File: config.mk
export PLATFORM = sky130hd
export DESIGN_NAME = find_first_one_index_sequencer_flat
export DESIGN_NICKNAME = d
export VERILOG_FILES = /design/src/rtl/find_first_one_index_sequencer_if.sv /design/src/rtl/find_first_one_index_sequencer.sv /design/src/flat_wrapper.sv
export SDC_FILE = /design/constraint.sdc
export NUM_CORES = 1
export LEC_CHECK = 0
export BUFFER_PORTS_ARGS = -buffer_cell sky130_fd_sc_hd__buf_2
export CAP_MARGIN = 20
export CORE_ASPECT_RATIO = 1.4
export CORE_MARGIN = 2
export CORE_UTILIZATION = 45
export CTS_BUF_LIST = sky130_fd_sc_hd__clkbuf_8
export DETAILED_ROUTE_END_ITERATION = 7
export PLACE_DENSITY = 0.67
export SKIP_LAST_GASP = 1
export SLEW_MARGIN = 30
export SYNTH_ARGS = -nofsm -noshare
export SYNTH_HDL_FRONTEND = slang
export SYNTH_SLANG_ARGS = --single-unit
File: constraint.sdc
create_clock -name clk_in -period 5.3 [get_ports clk_in]
set_input_delay 1.06 -clock clk_in [delete_from_list [all_inputs] [get_ports clk_in]]
set_output_delay 1.06 -clock clk_in [all_outputs]
set_load 0.05 [all_outputs]
File: src/rtl/find_first_one_index_sequencer_if.sv
// ============================================================================
// Module  : find_first_one_index_sequencer_if
// Brief   : Vector-in / index-out handshake bundle for the first-one sequencer.
// Revision: 1.0 - initial release
// ============================================================================
`default_nettype none

interface find_first_one_index_sequencer_if #(
    parameter int VECTOR_LENGTH    = 8,
    parameter int MAX_OUTPUT_WIDTH = 32
);
    logic [VECTOR_LENGTH-1:0]    vector_in;
    logic                        mode_in;
    logic                        vector_valid_in;
    logic                        vector_ready_out;
    logic [MAX_OUTPUT_WIDTH-1:0] index_out;
    logic                        index_valid_out;
    logic                        index_ready_in;
    logic                        last_out;
    logic                        done_out;

    // Producer of vectors and consumer of indices.
    modport master (
        output vector_in, mode_in, vector_valid_in, index_ready_in,
        input  vector_ready_out, index_out, index_valid_out, last_out, done_out
    );

    modport slave (
        input  vector_in, mode_in, vector_valid_in, index_ready_in,
        output vector_ready_out, index_out, index_valid_out, last_out, done_out
    );
endinterface

`default_nettype wire

File: src/rtl/find_first_one_index_sequencer.sv
// ============================================================================
// Module  : find_first_one_index_sequencer
// Brief   : Drains a request bitmap one set-bit index per handshake, with
//           fixed LSB-first or round-robin priority.
// Revision: 1.0 - initial release
// ============================================================================
`default_nettype none

module find_first_one_index_sequencer #(
    parameter int VECTOR_LENGTH    = 8,
    parameter int MAX_OUTPUT_WIDTH = 32
) (
    input  wire logic clk_in,
    input  wire logic reset_in,
    find_first_one_index_sequencer_if.slave bus
);
    localparam int c_idx_w = (VECTOR_LENGTH > 1) ? $clog2(VECTOR_LENGTH) : 1;
    localparam logic [c_idx_w-1:0] c_last_idx = c_idx_w'(VECTOR_LENGTH - 1);
    localparam logic [VECTOR_LENGTH-1:0] c_one = VECTOR_LENGTH'(1);

    typedef enum logic [0:0] {
        IDLE  = 1'b0,
        ISSUE = 1'b1
    } state_t;

    state_t                   r_state, w_state_next;
    logic [VECTOR_LENGTH-1:0] r_pending, w_pending_next;
    logic                     r_mode, w_mode_next;
    logic [c_idx_w-1:0]       r_rr_ptr, w_rr_next;
    logic [c_idx_w-1:0]       r_idx, w_idx_next;
    logic                     r_valid, w_valid_next;
    logic                     r_last, w_last_next;
    logic                     r_done, w_done_next;

    logic [VECTOR_LENGTH-1:0] w_cleared;
    logic [c_idx_w-1:0]       w_rr_adv;
    logic [VECTOR_LENGTH-1:0] w_src_vec;
    logic                     w_src_mode;
    logic [c_idx_w-1:0]       w_src_ptr;
    logic [c_idx_w-1:0]       w_pick;
    logic                     w_src_last;

    // First set bit at or above the start point, wrapping; start is 0 in mode 0.
    function automatic logic [c_idx_w-1:0] pick_first(
        input logic [VECTOR_LENGTH-1:0] vec,
        input logic                     mode,
        input logic [c_idx_w-1:0]       ptr
    );
        logic [c_idx_w:0]   j;
        logic [c_idx_w-1:0] start;
        logic               found;
        pick_first = '0;
        found      = 1'b0;
        start      = mode ? ptr : '0;
        for (int i = 0; i < VECTOR_LENGTH; i++) begin
            j = {1'b0, start} + (c_idx_w+1)'(i);
            if (j >= (c_idx_w+1)'(VECTOR_LENGTH)) begin
                j = j - (c_idx_w+1)'(VECTOR_LENGTH);
            end
            if (!found && vec[j[c_idx_w-1:0]]) begin
                found      = 1'b1;
                pick_first = j[c_idx_w-1:0];
            end
        end
    endfunction

    assign w_cleared = r_pending & ~(c_one << r_idx);
    assign w_rr_adv  = (r_idx == c_last_idx) ? '0 : r_idx + 1'b1;

    // The search runs on the incoming vector in IDLE, and on the post-accept
    // bitmap and pointer in ISSUE, so one search unit serves both.
    always_comb begin
        w_src_vec  = bus.vector_in;
        w_src_mode = bus.mode_in;
        w_src_ptr  = r_rr_ptr;
        if (r_state == ISSUE) begin
            w_src_vec  = w_cleared;
            w_src_mode = r_mode;
            w_src_ptr  = r_mode ? w_rr_adv : r_rr_ptr;
        end
    end

    assign w_pick     = pick_first(w_src_vec, w_src_mode, w_src_ptr);
    assign w_src_last = (w_src_vec != '0) && ((w_src_vec & (w_src_vec - 1'b1)) == '0);

    always_ff @(posedge clk_in or negedge reset_in) begin
        if (!reset_in) begin
            r_state   <= IDLE;
            r_pending <= '0;
            r_mode    <= 1'b0;
            r_rr_ptr  <= '0;
            r_idx     <= '0;
            r_valid   <= 1'b0;
            r_last    <= 1'b0;
            r_done    <= 1'b0;
        end else begin
            r_state   <= w_state_next;
            r_pending <= w_pending_next;
            r_mode    <= w_mode_next;
            r_rr_ptr  <= w_rr_next;
            r_idx     <= w_idx_next;
            r_valid   <= w_valid_next;
            r_last    <= w_last_next;
            r_done    <= w_done_next;
        end
    end

    always_comb begin
        w_state_next   = r_state;
        w_pending_next = r_pending;
        w_mode_next    = r_mode;
        w_rr_next      = r_rr_ptr;
        w_idx_next     = r_idx;
        w_valid_next   = r_valid;
        w_last_next    = r_last;
        w_done_next    = 1'b0;
        case (r_state)
            IDLE: begin
                if (bus.vector_valid_in) begin
                    w_pending_next = bus.vector_in;
                    w_mode_next    = bus.mode_in;
                    if (bus.vector_in == '0) begin
                        w_done_next = 1'b1;
                    end else begin
                        w_idx_next   = w_pick;
                        w_last_next  = w_src_last;
                        w_valid_next = 1'b1;
                        w_state_next = ISSUE;
                    end
                end
            end
            ISSUE: begin
                if (bus.index_ready_in) begin
                    w_pending_next = w_cleared;
                    if (r_mode) begin
                        w_rr_next = w_rr_adv;
                    end
                    if (w_cleared != '0) begin
                        w_idx_next  = w_pick;
                        w_last_next = w_src_last;
                    end else begin
                        w_valid_next = 1'b0;
                        w_last_next  = 1'b0;
                        w_done_next  = 1'b1;
                        w_state_next = IDLE;
                    end
                end
            end
            default: begin
                w_state_next = IDLE;
            end
        endcase
    end

    assign bus.vector_ready_out = (r_state == IDLE);
    assign bus.index_out        = MAX_OUTPUT_WIDTH'(r_idx);
    assign bus.index_valid_out  = r_valid;
    assign bus.last_out         = r_last;
    assign bus.done_out         = r_done;

endmodule

`default_nettype wire

File: src/flat_wrapper.sv
// flat-port wrapper written by rule: the top's interface ports become plain ports
module find_first_one_index_sequencer_flat 
#(
    parameter int VECTOR_LENGTH    = 8,
    parameter int MAX_OUTPUT_WIDTH = 32
)
  (clk_in, reset_in, bus_vector_in, bus_mode_in, bus_vector_valid_in, bus_index_ready_in, bus_vector_ready_out, bus_index_out, bus_index_valid_out, bus_last_out, bus_done_out);
  find_first_one_index_sequencer_if #(.VECTOR_LENGTH(VECTOR_LENGTH), .MAX_OUTPUT_WIDTH(MAX_OUTPUT_WIDTH)) bus_i ();
  input  wire logic clk_in;
  input  wire logic reset_in;
  input wire logic [$bits(bus_i.vector_in)-1:0] bus_vector_in;
  input wire logic [$bits(bus_i.mode_in)-1:0] bus_mode_in;
  input wire logic [$bits(bus_i.vector_valid_in)-1:0] bus_vector_valid_in;
  input wire logic [$bits(bus_i.index_ready_in)-1:0] bus_index_ready_in;
  output wire logic [$bits(bus_i.vector_ready_out)-1:0] bus_vector_ready_out;
  output wire logic [$bits(bus_i.index_out)-1:0] bus_index_out;
  output wire logic [$bits(bus_i.index_valid_out)-1:0] bus_index_valid_out;
  output wire logic [$bits(bus_i.last_out)-1:0] bus_last_out;
  output wire logic [$bits(bus_i.done_out)-1:0] bus_done_out;
  assign bus_i.vector_in = bus_vector_in;
  assign bus_i.mode_in = bus_mode_in;
  assign bus_i.vector_valid_in = bus_vector_valid_in;
  assign bus_i.index_ready_in = bus_index_ready_in;
  assign bus_vector_ready_out = bus_i.vector_ready_out;
  assign bus_index_out = bus_i.index_out;
  assign bus_index_valid_out = bus_i.index_valid_out;
  assign bus_last_out = bus_i.last_out;
  assign bus_done_out = bus_i.done_out;
  find_first_one_index_sequencer #(.VECTOR_LENGTH(VECTOR_LENGTH), .MAX_OUTPUT_WIDTH(MAX_OUTPUT_WIDTH)) u_core (.clk_in(clk_in), .reset_in(reset_in), .bus(bus_i));
endmodule
[After elaboration in Yosys (flattened, before gate mapping)]
Index checks and enable logic that the tools add are counted.
Storage, ports and cells
  flip-flop bits (word level): 19
  input bits: 13
  output and inout bits: 36
  logic and storage cells: 150
Cells by class
  $add $sub $neg: 17
  magnitude comparators: 16
  equal/unequal tests: 6
  shift operators: 1
  mux-type cells: 73
  bitwise logic cells: 4
  reduce and logical (&&, ||, !) cells: 25
Operators by type and width (count)
  $mux 3: 24
  $lt 3x4->1 const B: 8
  $mux 1: 32
  $ge 4x4->1 const B: 7
  $bmux 1 s3: 8
  $mux 8: 3
  $sub 3x1->3 const B: 8
  $add 3x3->4 const B: 4
  $and 8x8->8: 2
  $logic_not 8->1: 2
  $pmux 8 s2: 1
  $reduce_bool 8->1: 2
  $ne 2x2->1 const B: 5
  $add 3x2->4 const B: 2
  $logic_and 1x1->1: 8
  $not 8->8: 1
  $pmux 1 s2: 4
  $reduce_and 4->1: 2
  $shl 1x3->8 const A: 1
  $sub 8x1->8 const B: 1
  $logic_not 1->1: 7
  $pmux 3 s2: 1
  $reduce_and 2->1: 3
  $add 3x1->4 const B: 1
  5 further kinds: 5

[Longest topological paths before layout]
Gate-level depths: netlist (run 1).
  depth after elaboration: 34
  mapped depth: 16
  mapped depth without buffers: 13

[Worst setup path after synthesis (run 1)]
No wires, ideal clock.
  path kind: reg-to-reg
  start point: register u_core.r_idx[0]
  end point: register u_core.r_idx[1]
  library setup time: 0.065 ns
  arrival: 3.960 ns
  data required time: 5.235 ns
  slack: 1.275 ns
  stages on the path, launching flop included: 17
  path buffers: 3
  period minus slack after synthesis: 4.025 ns
  path through: dfrtp_1 > ha_1 > ha_1 > o31a_1 > buf_6 > inv_8 > buf_6 > buf_4 > ha_1 > clkinv_1 > mux4_1 > o211ai_1 > mux4_2 > nor4_4 > nand3b_2 > o41ai_2 > a31o_1
Between the ends
  cells in the longest elaborated chain, start to end: 34
  elaborated cells between the ends (all ways): 94
  those cells by class: 16 x add/sub; 8 x order compare; 2 x eq/ne; 1 x shift; 49 x mux; 2 x bitwise; 16 x reduce/logical
Ends and longest elaborated chain
  start: declaration: RTL line find_first_one_index_sequencer.sv:30  | logic [c_idx_w-1:0] r_idx, w_idx_next;
  start signal: assignment: RTL line find_first_one_index_sequencer.sv:101  | r_idx <= w_idx_next;
  parallel branches: the longest is 34 deep, another holds $add 3x1->4
Several ways; the timed one is not identified. The select of a mux whose other input is x is not followed.
A chain may end at the register's enable or synchronous reset.

[Final worst setup path (run 1)]
  start point: input bus_mode_in
  end point: register u_core.r_idx[1]
Between the ends
  cells in the longest elaborated chain, start to end: 31
  elaborated cells between the ends (all ways): 83
  those cells by class: 15 x add/sub; 8 x order compare; 46 x mux; 14 x reduce/logical
Ends and longest elaborated chain
  start: declaration: RTL line flat_wrapper.sv:12  | input wire logic [$bits(bus_i.mode_in)-1:0] bus_mode_in;
  $mux 1 *: RTL line find_first_one_index_sequencer.sv:76  | if (r_state == ISSUE) begin
  $mux 3 *: RTL line find_first_one_index_sequencer.sv:54  | start = mode ? ptr : '0;
  parallel branches: the longest is 25 deep, another holds $add 3x1->4
  $mux 3 *: RTL line find_first_one_index_sequencer.sv:60  | if (!found && vec[j[c_idx_w-1:0]]) begin
  $mux 3, on equally long branches: RTL line find_first_one_index_sequencer.sv:138, find_first_one_index_sequencer.sv:122
  $mux 3, on equally long branches: RTL line find_first_one_index_sequencer.sv:133, find_first_one_index_sequencer.sv:119
  $pmux 3 s2 *: RTL line find_first_one_index_sequencer.sv:117  | case (r_state)
Mark *: on every way between the ends. The select of a mux whose other input is x is not followed.

==> reports/results.ini, run 1 <==
[global_route]
track_usage_pct=22.5
grt_max_degree=31
busiest_layer=met2
grt_pass1_wl_um=11000
use_met3_pct=2.98
grt_pass1_vias=2206
antenna_found_initial=0
grt.overflow.total=0
grt_util_met1_pct=27.0
grtUsageMet2_pct=38.5

[worst_setup_path]
worstSetupPathType=in -> reg
worst_setup_path_end_kind=flop
cp_max_fo=21
cp.required_ps=5510
crit_arrival_ps=4620
critPathLaunchType=primary input

[timing]
rsz0062_at_grt=no
layout_min_cycle_time_ps=4410
max_freq_ghz=0.227
fin_crit_sh_pct=83.2
hold_viol_final=0
skew_ps=7.76
tns_ps=0
slew_viol_final=0
slew_headroom_pct=42.9
setup_viol=0
worst_pin_slew_ps=835
fin_worst_hold_slack_ps=491

[placement]
portBuffers=19
dp.cells=381
hpwl_um=5390
gp_congestion=0.977
dpl_cell_area_sq_um=2640

[floorplan]
dieArea_sq_um=6520
die_w_um=68.8
rows=33
core_sq_um=5780
initial_core_util_pct=45.8
ios=49
fp.dieH_um=94.7

[synthesis]
yosysTopAreaCellShare_pct=18.0
synth_simple_gate_area_share_pct=17.7
synth_cell_type_count=75
syn_inst=303
synth_compound_area_share_pct=24.0
synth_top_family_by_area=compound AO/OA/AOI/OAI gates
synth_enable_flop_cells=0
synth_area_leaders=dfrtp_1 (18%), mux2i_1 (11%), buf_4 (8.5%), a21oi_1 (3.8%), ha_1 (3.8%)
synth_fa_ha_area_share_pct=4.16
ys.flop_type=dfrtp_1
yosysSeqAreaShare_pct=18.0
netlist_area_sq_um=2650
synth_seq_cells=19
yosysWarnings=0
muxShareOfSynthArea_pct=18.8
yosys.area.top_type=dfrtp_1
synth-async-reset-ratio_pct=100
avgSynthCellArea_sq_um=8.73
synthXorXnorAreaFrac_pct=2.65

[cts]
cts_buffers=3
postCtsHoldBufs=0
post_cts_resized=0
clock_path_buffers=2
clock_sinks=19
post_cts_buffers=0
clockRootBuffer=clkbuf_8
htree_levels=1
insertion_delay_ps=270
clkSlewWorstSetupHoldPaths_ps=90
cts_tree=yes

[layout]
layout.cells.non_filler=385
nets=337
fillers=602
area_growth_pct=1.42
final_cell_mix=mux2i_1 (29), conb_1 (29), nand2_1 (25), nor2_1 (21), a21oi_1 (20)
final_area_sq_um=2680
n_antenna_cell=0
drive_gt1_share_pct=17.5

[route]
ant_nets=0
wl_um=6910
vias_per_cell=6.05
wl_per_cell_um=18.0
drtIter0Drc=143
drc=0
firstDrtPassIters=4
vias=2331

[run_status]
status=complete, no violations

[job]
cap_violations=0

[hold_path]
hp-class=reg -> reg

## per-stage QoR
step	utilization [%]	setup WS, ps
6_report	46.4	890
4_1_cts	46.4	928
2_1_floorplan	-	1270
3_3_place_gp	45.6	572
5_1_grt	46.4	619
3_5_place_dp	45.6	679
## kinds of logic after synthesis
group	after synthesis
AND/OR/NAND/NOR	89
AO/OA/AOI/OAI	82
buffers and inverters	57
multiplexers	41
flip-flops	19
adder cells (fa/ha/maj)	9
XOR/XNOR	5
other	1
## cell usage after synthesis, types with 3 or more instances
cell type,instances
nor4_1,4
dfrtp_1,19
nand3_1,10
xnor2_1,3
mux2_4,3
a31oi_1,4
nand2_1,25
mux2i_1,29
mux4_2,4
o22ai_1,6
and2b_1,3
nand2b_1,4
o211ai_1,4
buf_6,6
buf_2,6
o21ai_0,6
inv_1,10
a21o_1,3
a21oi_1,20
nand3b_1,5
and2_1,4
nor2_1,21
ha_1,8
mux2_2,3
nor2b_1,5
buf_4,30
## area by class of cell
cell class	count	area, sq um	share of cell area (%)
Sequential cell	19	475	17.7
Inverter	14	61.3	2.28
Clock inverter	1	5.00	0.186
Clock buffer	3	41.3	1.54
Timing Repair Buffer	23	125	4.66
Multi-Input combinational cell	255	1890	70.3
Tap cell	70	87.6	3.26
## flip-flops by register name, indices dropped and copies added, names as in the netlist
name,count
u_core.r_state,1
u_core.r_rr_ptr,3
u_core.bus.done_out,1
u_core.r_idx,3
u_core.r_mode,1
u_core.r_pending,8
u_core.bus.index_valid_out,1
u_core.bus.last_out,1
## critical path: stages
cell       delay (ps)
buf_2             120
nand3b_1           90
o31a_1            510
inv_8             160
ha_1              400
clkinv_1          260
mux4_1            380
o211ai_1          110
mux4_2            540
a2111oi_0         470
a21oi_1           130
o22ai_1           210
a31o_1            160
## metal layers
metal	vias to the layer above	part of all wire (%)	routed length [um]
met1	1114	39	2670
li1	1094	-	-
met4	0	5.0	348
met3	29	5.1	353
met5	-	0	0
met2	94	51	3540
## path summary, 6_finish.rpt
check / start / endpoint / slack (ps) / cells past startpoint
setup / recovery: bus_mode_in / u_core.r_idx[1]$_DFFE_PN0P_ / 890 / 13
setup reg to reg: u_core.r_idx[1]$_DFFE_PN0P_ / u_core.r_idx[1]$_DFFE_PN0P_ / 900 / 13
hold reg to reg: u_core.bus.index_valid_out$_DFFE_PN0P_ / u_core.bus.index_valid_out$_DFFE_PN0P_ / 490 / 1
max in group asynchronous: reset_in / u_core.r_pending[2]$_DFFE_PN0P_ / 4240 / 1
hold / removal: u_core.bus.index_valid_out$_DFFE_PN0P_ / u_core.bus.index_valid_out$_DFFE_PN0P_ / 490 / 1
min in group asynchronous: reset_in / u_core.r_pending[4]$_DFFE_PN0P_ / 740 / 1
Power of run 1 is not shown: default switching activity piles up to over one toggle a cycle in this logic, so the estimate is an artifact.
==> inputs of run 2 (changes only) <==
==> constraint.sdc (replaced) <==
create_clock -name clk_in -period 4.2 [get_ports clk_in]
set_input_delay 0.84 -clock clk_in [delete_from_list [all_inputs] [get_ports clk_in]]
set_output_delay 0.84 -clock clk_in [all_outputs]
set_load 0.05 [all_outputs]
==> run 2 against run 1 <==
Compared with the run above: routed wire length decreased by 2.8%; worst setup slack got worse by 530 ps; first-iteration DRC count decreased by 31%; highest routed layer unchanged; cell area increased by 2.5%; register-to-register slack got worse by 540 ps; critical path depth unchanged; die area unchanged; final cell count increased by 2.3%; worst hold slack got worse by 6.0 ps; global-route usage decreased by 0.82 points; sequential share of layout area decreased by 0.44 points; critical endpoint unchanged.
==> reports/results.ini, run 2 (synthesis gave the netlist of run 1 again) <==
[floorplan]
initial_core_util_pct=45.8  ; unchanged
dieArea_sq_um=6520  ; unchanged
fp.dieH_um=94.7  ; unchanged
rows=33  ; unchanged
core_sq_um=5780  ; unchanged
die_w_um=68.8  ; unchanged
ios=49  ; unchanged

[layout]
largest_register=u_core.r_pending
n_antenna_cell=0  ; unchanged
nets=346  ; +2.7%
drive_gt1_share_pct=19.8  ; +2.3 points
layout.cells.non_filler=394  ; +2.3%
final_cell_mix=mux2i_1 (29), conb_1 (29), nand2_1 (25), nor2_1 (21), a21oi_1 (20)
largest_reg_flops=8  ; unchanged
area_growth_pct=3.97
top_regs=u_core.r_pending (8), u_core.r_idx (3), u_core.r_rr_ptr (3)
fillers=558  ; -7.3%

[timing]
hold_viol_final=0  ; unchanged
skew_ps=6.92  ; -0.841 ps
setup_viol=0  ; unchanged
fin_crit_sh_pct=91.5
slew_viol_final=0  ; unchanged
rsz0062_at_grt=no
slew_headroom_pct=41.1  ; -1.8 points
tns_ps=0  ; unchanged
max_freq_ghz=0.260
worst_pin_slew_ps=861  ; +26.3 ps
layout_min_cycle_time_ps=3840
setup_slack_ps=357  ; -534 ps

[global_route]
antenna_found_initial=0  ; unchanged
grt.overflow.total=0  ; unchanged
grt_pass1_wl_um=10500  ; -4.4%
track_usage_pct=21.7  ; -0.82 points
grt_pass1_vias=2193  ; -0.59%
grt_max_degree=20  ; -35%

[worst_setup_path]
cp.required_ps=4420  ; -1090 ps
reg2reg_slack_ps=360  ; -540 ps
worstSetupPathType=reg -> reg
crit_arrival_ps=4060  ; -560 ps
cp_max_fo=6  ; -71%
critPathLaunchType=flop
r2r_end=u_core.r_idx[1]$_DFFE_PN0P_
worst_setup_path_end_kind=flop
cp_common_cell=ha_1
timing.rr.start=u_core.r_idx[1]$_DFFE_PN0P_
crit_start=u_core.r_idx[1]$_DFFE_PN0P_
slowest_delay_ps=530  ; about the same
critPathCapture=u_core.r_idx[1]$_DFFE_PN0P_
reg2reg_depth=13  ; unchanged
path_cells=ha_1 -> ha_1 -> and4b_1 -> or2_1 -> ha_1 -> clkinv_1 -> mux4_1 -> o211ai_1 -> mux4_2 -> a2111oi_0 -> a21oi_1 -> o22ai_1 -> a31o_1
cp_slowest_cell=mux4_2

[cts]
post_cts_buffers=0  ; unchanged
cts_tree=yes
htree_levels=1  ; unchanged
insertion_delay_ps=280  ; about the same
cts_buffers=3  ; unchanged
post_cts_resized=0  ; unchanged
postCtsHoldBufs=0  ; unchanged
clock_sinks=19  ; unchanged
clock_path_buffers=2  ; unchanged
clockRootBuffer=clkbuf_8
clkSlewWorstSetupHoldPaths_ps=90  ; about the same

[placement]
place_worst_setup_slack_ps=288  ; -391 ps
portBuffers=19  ; unchanged
hpwl_um=5330  ; -1.1%
dp.cells=390  ; +2.4%
gp_congestion=0.987  ; +1.1%

[route]
firstDrtPassIters=4  ; unchanged
wl_um=6720  ; -2.8%
wl_per_cell_um=17.1  ; -5.0%
vias=2285  ; -2.0%
drtIter0Drc=99  ; -31%
vias_per_cell=5.80  ; -4.2%
drc=0  ; unchanged
ant_nets=0  ; unchanged

[run_status]
status=complete, no violations

[hold_path]
hp-class=in -> async

[job]
cap_violations=0  ; unchanged

[run 2: critical path, delay by kind of cell, from the launching register on]
kind	cells	cell delay (ps)
compound gates	5	1070
flops	1	460
fa+ha+maj	3	840
buf+inv	1	100
mux	2	790
simple gates	2	550
[run 2: layout make-up]
class,instances,area (sq um),area share (%)
multi-input combinational,255,1890,68.6
clock buffer,3,41.3,1.50
timing repair buffer,32,193,7.00
tap,70,87.6,3.18
sequential,19,475,17.3
clock inverter,1,5.00,0.182
inverter,14,61.3,2.23
[run 2: how the worst min path moves through the flow]
stage / slack, ps / start / endpoint
floorplan: 450 / u_core.r_rr_ptr[0]$_DFFE_PN0P_ / u_core.r_rr_ptr[0]$_DFFE_PN0P_
global placement: 460 / u_core.bus.index_valid_out$_DFFE_PN0P_ / u_core.bus.index_valid_out$_DFFE_PN0P_
detailed placement: 470 / u_core.bus.index_valid_out$_DFFE_PN0P_ / u_core.bus.index_valid_out$_DFFE_PN0P_
CTS: 490 / u_core.bus.index_valid_out$_DFFE_PN0P_ / u_core.bus.index_valid_out$_DFFE_PN0P_
global route: 490 / u_core.bus.index_valid_out$_DFFE_PN0P_ / u_core.bus.index_valid_out$_DFFE_PN0P_
finish: 490 / reset_in / u_core.bus.done_out$_DFF_PN0_
[run 2: stage by stage]
step	instance area, sq um	hold WS, ps	util (%)
after detailed placement	2710	466	46.8
after floorplan	2750	449	-
after CTS	2750	486	47.6
after global routing	2750	492	47.6
final	2750	485	47.6
after global placement	2710	463	46.8
[run 2: routing by layer]
metal	GRT usage [%]	wire length, um	vias to the layer above
met3	1.79	263	21
met4	11.6	318	0
met1	25.2	2670	1074
li1	-	-	1116
met2	38.1	3460	74
met5	0	0	-
Power of run 2 is left out for the same reason.
==> inputs of run 3 (changes only) <==
--- a/config.mk
+++ b/config.mk
@@ -5,6 +5,7 @@
 export SDC_FILE = /design/constraint.sdc
 export NUM_CORES = 1
 export LEC_CHECK = 0
+export ABC_AREA = 1
 export BUFFER_PORTS_ARGS = -buffer_cell sky130_fd_sc_hd__buf_2
 export CAP_MARGIN = 20
 export CORE_ASPECT_RATIO = 1.4
@@ -12,7 +13,7 @@
 export CORE_UTILIZATION = 45
 export CTS_BUF_LIST = sky130_fd_sc_hd__clkbuf_8
 export DETAILED_ROUTE_END_ITERATION = 7
-export PLACE_DENSITY = 0.67
+export PLACE_DENSITY = 0.68
 export SKIP_LAST_GASP = 1
 export SLEW_MARGIN = 30
 export SYNTH_ARGS = -nofsm -noshare
==> run 3 against run 2 <==
Compared with the run above: non-clock buffer count fell by 13; worst setup slack improved by 520 ps; core utilization fell by 0.33 points; maximum frequency rose by 15%; synthesized cell count rose by 12%; global-route usage rose by 0.33 points.
==> reports/results.ini, run 3 <==
[run_status]
status=complete, no violations

[cts]
post_cts_resized=0  ; unchanged
cts_buffers=3  ; unchanged
clkSlewWorstSetupHoldPaths_ps=80  ; about the same
postCtsHoldBufs=0  ; unchanged
post_cts_buffers=0  ; unchanged
htree_levels=1  ; unchanged
insertion_delay_ps=260  ; -20 ps
clockRootBuffer=clkbuf_8
clock_path_buffers=2  ; unchanged
cts_tree=yes
clock_sinks=19  ; unchanged

[timing]
layout_min_cycle_time_ps=3330  ; -515 ps
setup_viol=0  ; unchanged
setup_slack_ps=872  ; +515 ps
tns_ps=0  ; unchanged
hold_viol_final=0  ; unchanged
fin_worst_hold_slack_ps=505  ; +19.4 ps
slew_viol_final=0  ; unchanged
rsz0062_at_grt=no
max_freq_ghz=0.300  ; +15%
worst_pin_slew_ps=543  ; -318 ps
skew_ps=4.05  ; -2.87 ps
fin_crit_sh_pct=79.2  ; -12 points
slew_headroom_pct=63.8  ; +23 points

[route]
drc=0  ; unchanged
vias=2143  ; -6.2%
wl_per_cell_um=13.3  ; -22%
drtIter0Drc=83  ; -16%
vias_per_cell=5.10  ; -12%
ant_nets=0  ; unchanged
firstDrtPassIters=4  ; unchanged
wl_um=5590  ; -17%

[worst_setup_path]
timing.rr.start=u_core.r_idx[1]$_DFFE_PN0P_
cp_common_cell=inv_1
cp_slowest_cell=dfrtp_1
path_cells=ha_1 -> ha_1 -> inv_1 -> nand4_1 -> a21oi_4 -> ha_1 -> inv_1 -> nand3_1 -> nand2_1 -> nor2_1 -> a31oi_1 -> inv_1 -> nor2_4 -> nand2_2 -> o21ai_1 -> inv_1 -> nand2_1 -> nand2_1
slowest_delay_ps=450  ; -80 ps
cp.required_ps=4360  ; -60 ps
worstSetupPathType=reg -> reg
cp_max_fo=9  ; +3
reg2reg_depth=18  ; +5
worst_setup_path_end_kind=flop
r2r_end=u_core.r_idx[2]$_DFFE_PN0P_
crit_arrival_ps=3490  ; -570 ps
reg2reg_slack_ps=870  ; +520 ps
critPathLaunchType=flop

[floorplan]
rows=30  ; -9.1%
core_sq_um=4770  ; -18%
initial_core_util_pct=45.7  ; about the same
ios=49  ; unchanged
dieArea_sq_um=5430  ; -17%
fp.dieH_um=86.4  ; -8.8%
die_w_um=62.8  ; -8.7%

[synthesis]
yosysMostFrequentCell=nand2_1
yosysTopAreaCellShare_pct=21.8  ; +3.8 points
synth_cell_type_count=33  ; -56%
yosysSeqAreaShare_pct=21.8  ; +3.8 points
yosys-top-cells-count=nand2_1 (118), nand3_1 (43), buf_4 (30), inv_1 (29), dfrtp_1 (19)
yosysWarnings=0  ; unchanged
syn_inst=340  ; +12%
yosys.area.top_type=dfrtp_1
synth_enable_flop_cells=0  ; unchanged
synth_area_leaders=dfrtp_1 (22%), nand2_1 (20%), buf_4 (10%), nand3_1 (9.9%), inv_1 (5.0%)
avgSynthCellArea_sq_um=6.41  ; -27%
synth_seq_cells=19  ; unchanged
synth-async-reset-ratio_pct=100  ; unchanged
netlist_area_sq_um=2180  ; -18%
ys.flop_type=dfrtp_1

[hold_path]
hp-class=reg -> reg
holdPathStages=2
hold_path_end=u_core.bus.index_valid_out$_DFFE_PN0P_
min_from=u_core.bus.index_valid_out$_DFFE_PN0P_

[placement]
dpl_cell_area_sq_um=2210  ; -18%
gp_congestion=0.947  ; -4.1%
portBuffers=19  ; unchanged
place_worst_setup_slack_ps=971  ; +683 ps
hpwl_um=4550  ; -15%

[job]
cap_violations=0  ; unchanged

[global_route]
grt_pass1_wl_um=9420  ; -11%
grt_pass1_vias=2037  ; -7.1%
antenna_found_initial=0  ; unchanged
grt_max_degree=20  ; unchanged
track_usage_pct=22.0  ; +0.33 points
grt.overflow.total=0  ; unchanged

[layout]
nets=378  ; +9.2%
top_regs=u_core.r_pending (8), u_core.r_idx (3), u_core.r_rr_ptr (3)
drive_gt1_share_pct=13.8  ; -6.0 points
largest_reg_flops=8  ; unchanged
multi_input_area_sq_um=1430  ; -24%
fillers=548  ; -1.8%
final-seq-area_sq_um=475  ; unchanged
area_growth_pct=3.33
n_antenna_cell=0  ; unchanged
largest_register=u_core.r_pending
final_area_sq_um=2250  ; -18%
final_cell_mix=nand2_1 (118), nand3_1 (43), inv_1 (29), conb_1 (29)
final_common_cell=nand2_1

-- run 3: cell type report --
class	instances	area share (%)
Multi-Input combinational cell	281	63.6
Sequential cell	19	21.1
Inverter	33	5.50
Timing Repair Buffer	19	4.22
Tap cell	64	3.55
Clock buffer	3	1.83
Clock inverter	1	0.222
-- run 3: worst max path at each step --
| stage | end | slack, ps | start |
|---|---|---|---|
| after floorplan | u_core.r_idx[2]$_DFFE_PN0P_ | 1100 | u_core.r_idx[0]$_DFFE_PN0P_ |
| after global placement | u_core.r_idx[2]$_DFFE_PN0P_ | 980 | u_core.r_idx[1]$_DFFE_PN0P_ |
| after detailed placement | u_core.r_idx[2]$_DFFE_PN0P_ | 970 | u_core.r_idx[1]$_DFFE_PN0P_ |
| after CTS | u_core.r_idx[2]$_DFFE_PN0P_ | 930 | u_core.r_idx[1]$_DFFE_PN0P_ |
| after global routing | u_core.r_idx[2]$_DFFE_PN0P_ | 600 | u_core.r_idx[0]$_DFFE_PN0P_ |
| final | u_core.r_idx[2]$_DFFE_PN0P_ | 870 | u_core.r_idx[1]$_DFFE_PN0P_ |
-- run 3: metrics by stage --
| step | utilization (%) | cells |
|---|---|---|
| 2_1_floorplan | - | 368 |
| 3_3_place_gp | 46.3 | 416 |
| 3_5_place_dp | 46.3 | 416 |
| 4_1_cts | 47.3 | 420 |
| 5_1_grt | 47.3 | 420 |
| 6_report | 47.3 | 420 |
-- run 3: kinds of logic after synthesis --
kind of cell,synth area share [%]
AO/OA/AOI/OAI,9.75
other,0.172
flip-flops,21.8
buffers and inverters,17.3
AND/OR/NAND/NOR,46.0
XOR/XNOR,0.402
adder cells (fa/ha/maj),4.59
-- run 3: worst max-delay path, delay by kind of cell, from the launching register on --
| family | cells | cell delay, ps |
|---|---|---|
| buf+inv | 4 | 410 |
| simple gates | 8 | 800 |
| fa+ha+maj | 3 | 790 |
| compound gates | 3 | 780 |
| flops | 1 | 450 |
-- run 3: metal layers --
| metal | share of wire (%) | global-route usage, % | vias to the layer above |
|---|---|---|---|
| met2 | 52 | 43.1 | 86 |
| met1 | 39 | 22.7 | 952 |
| met4 | 4.5 | 12.7 | 0 |
| met3 | 4.6 | 1.82 | 18 |
| met5 | 0 | 0 | - |
| li1 | - | - | 1087 |
Power of run 3 is left out for the same reason.
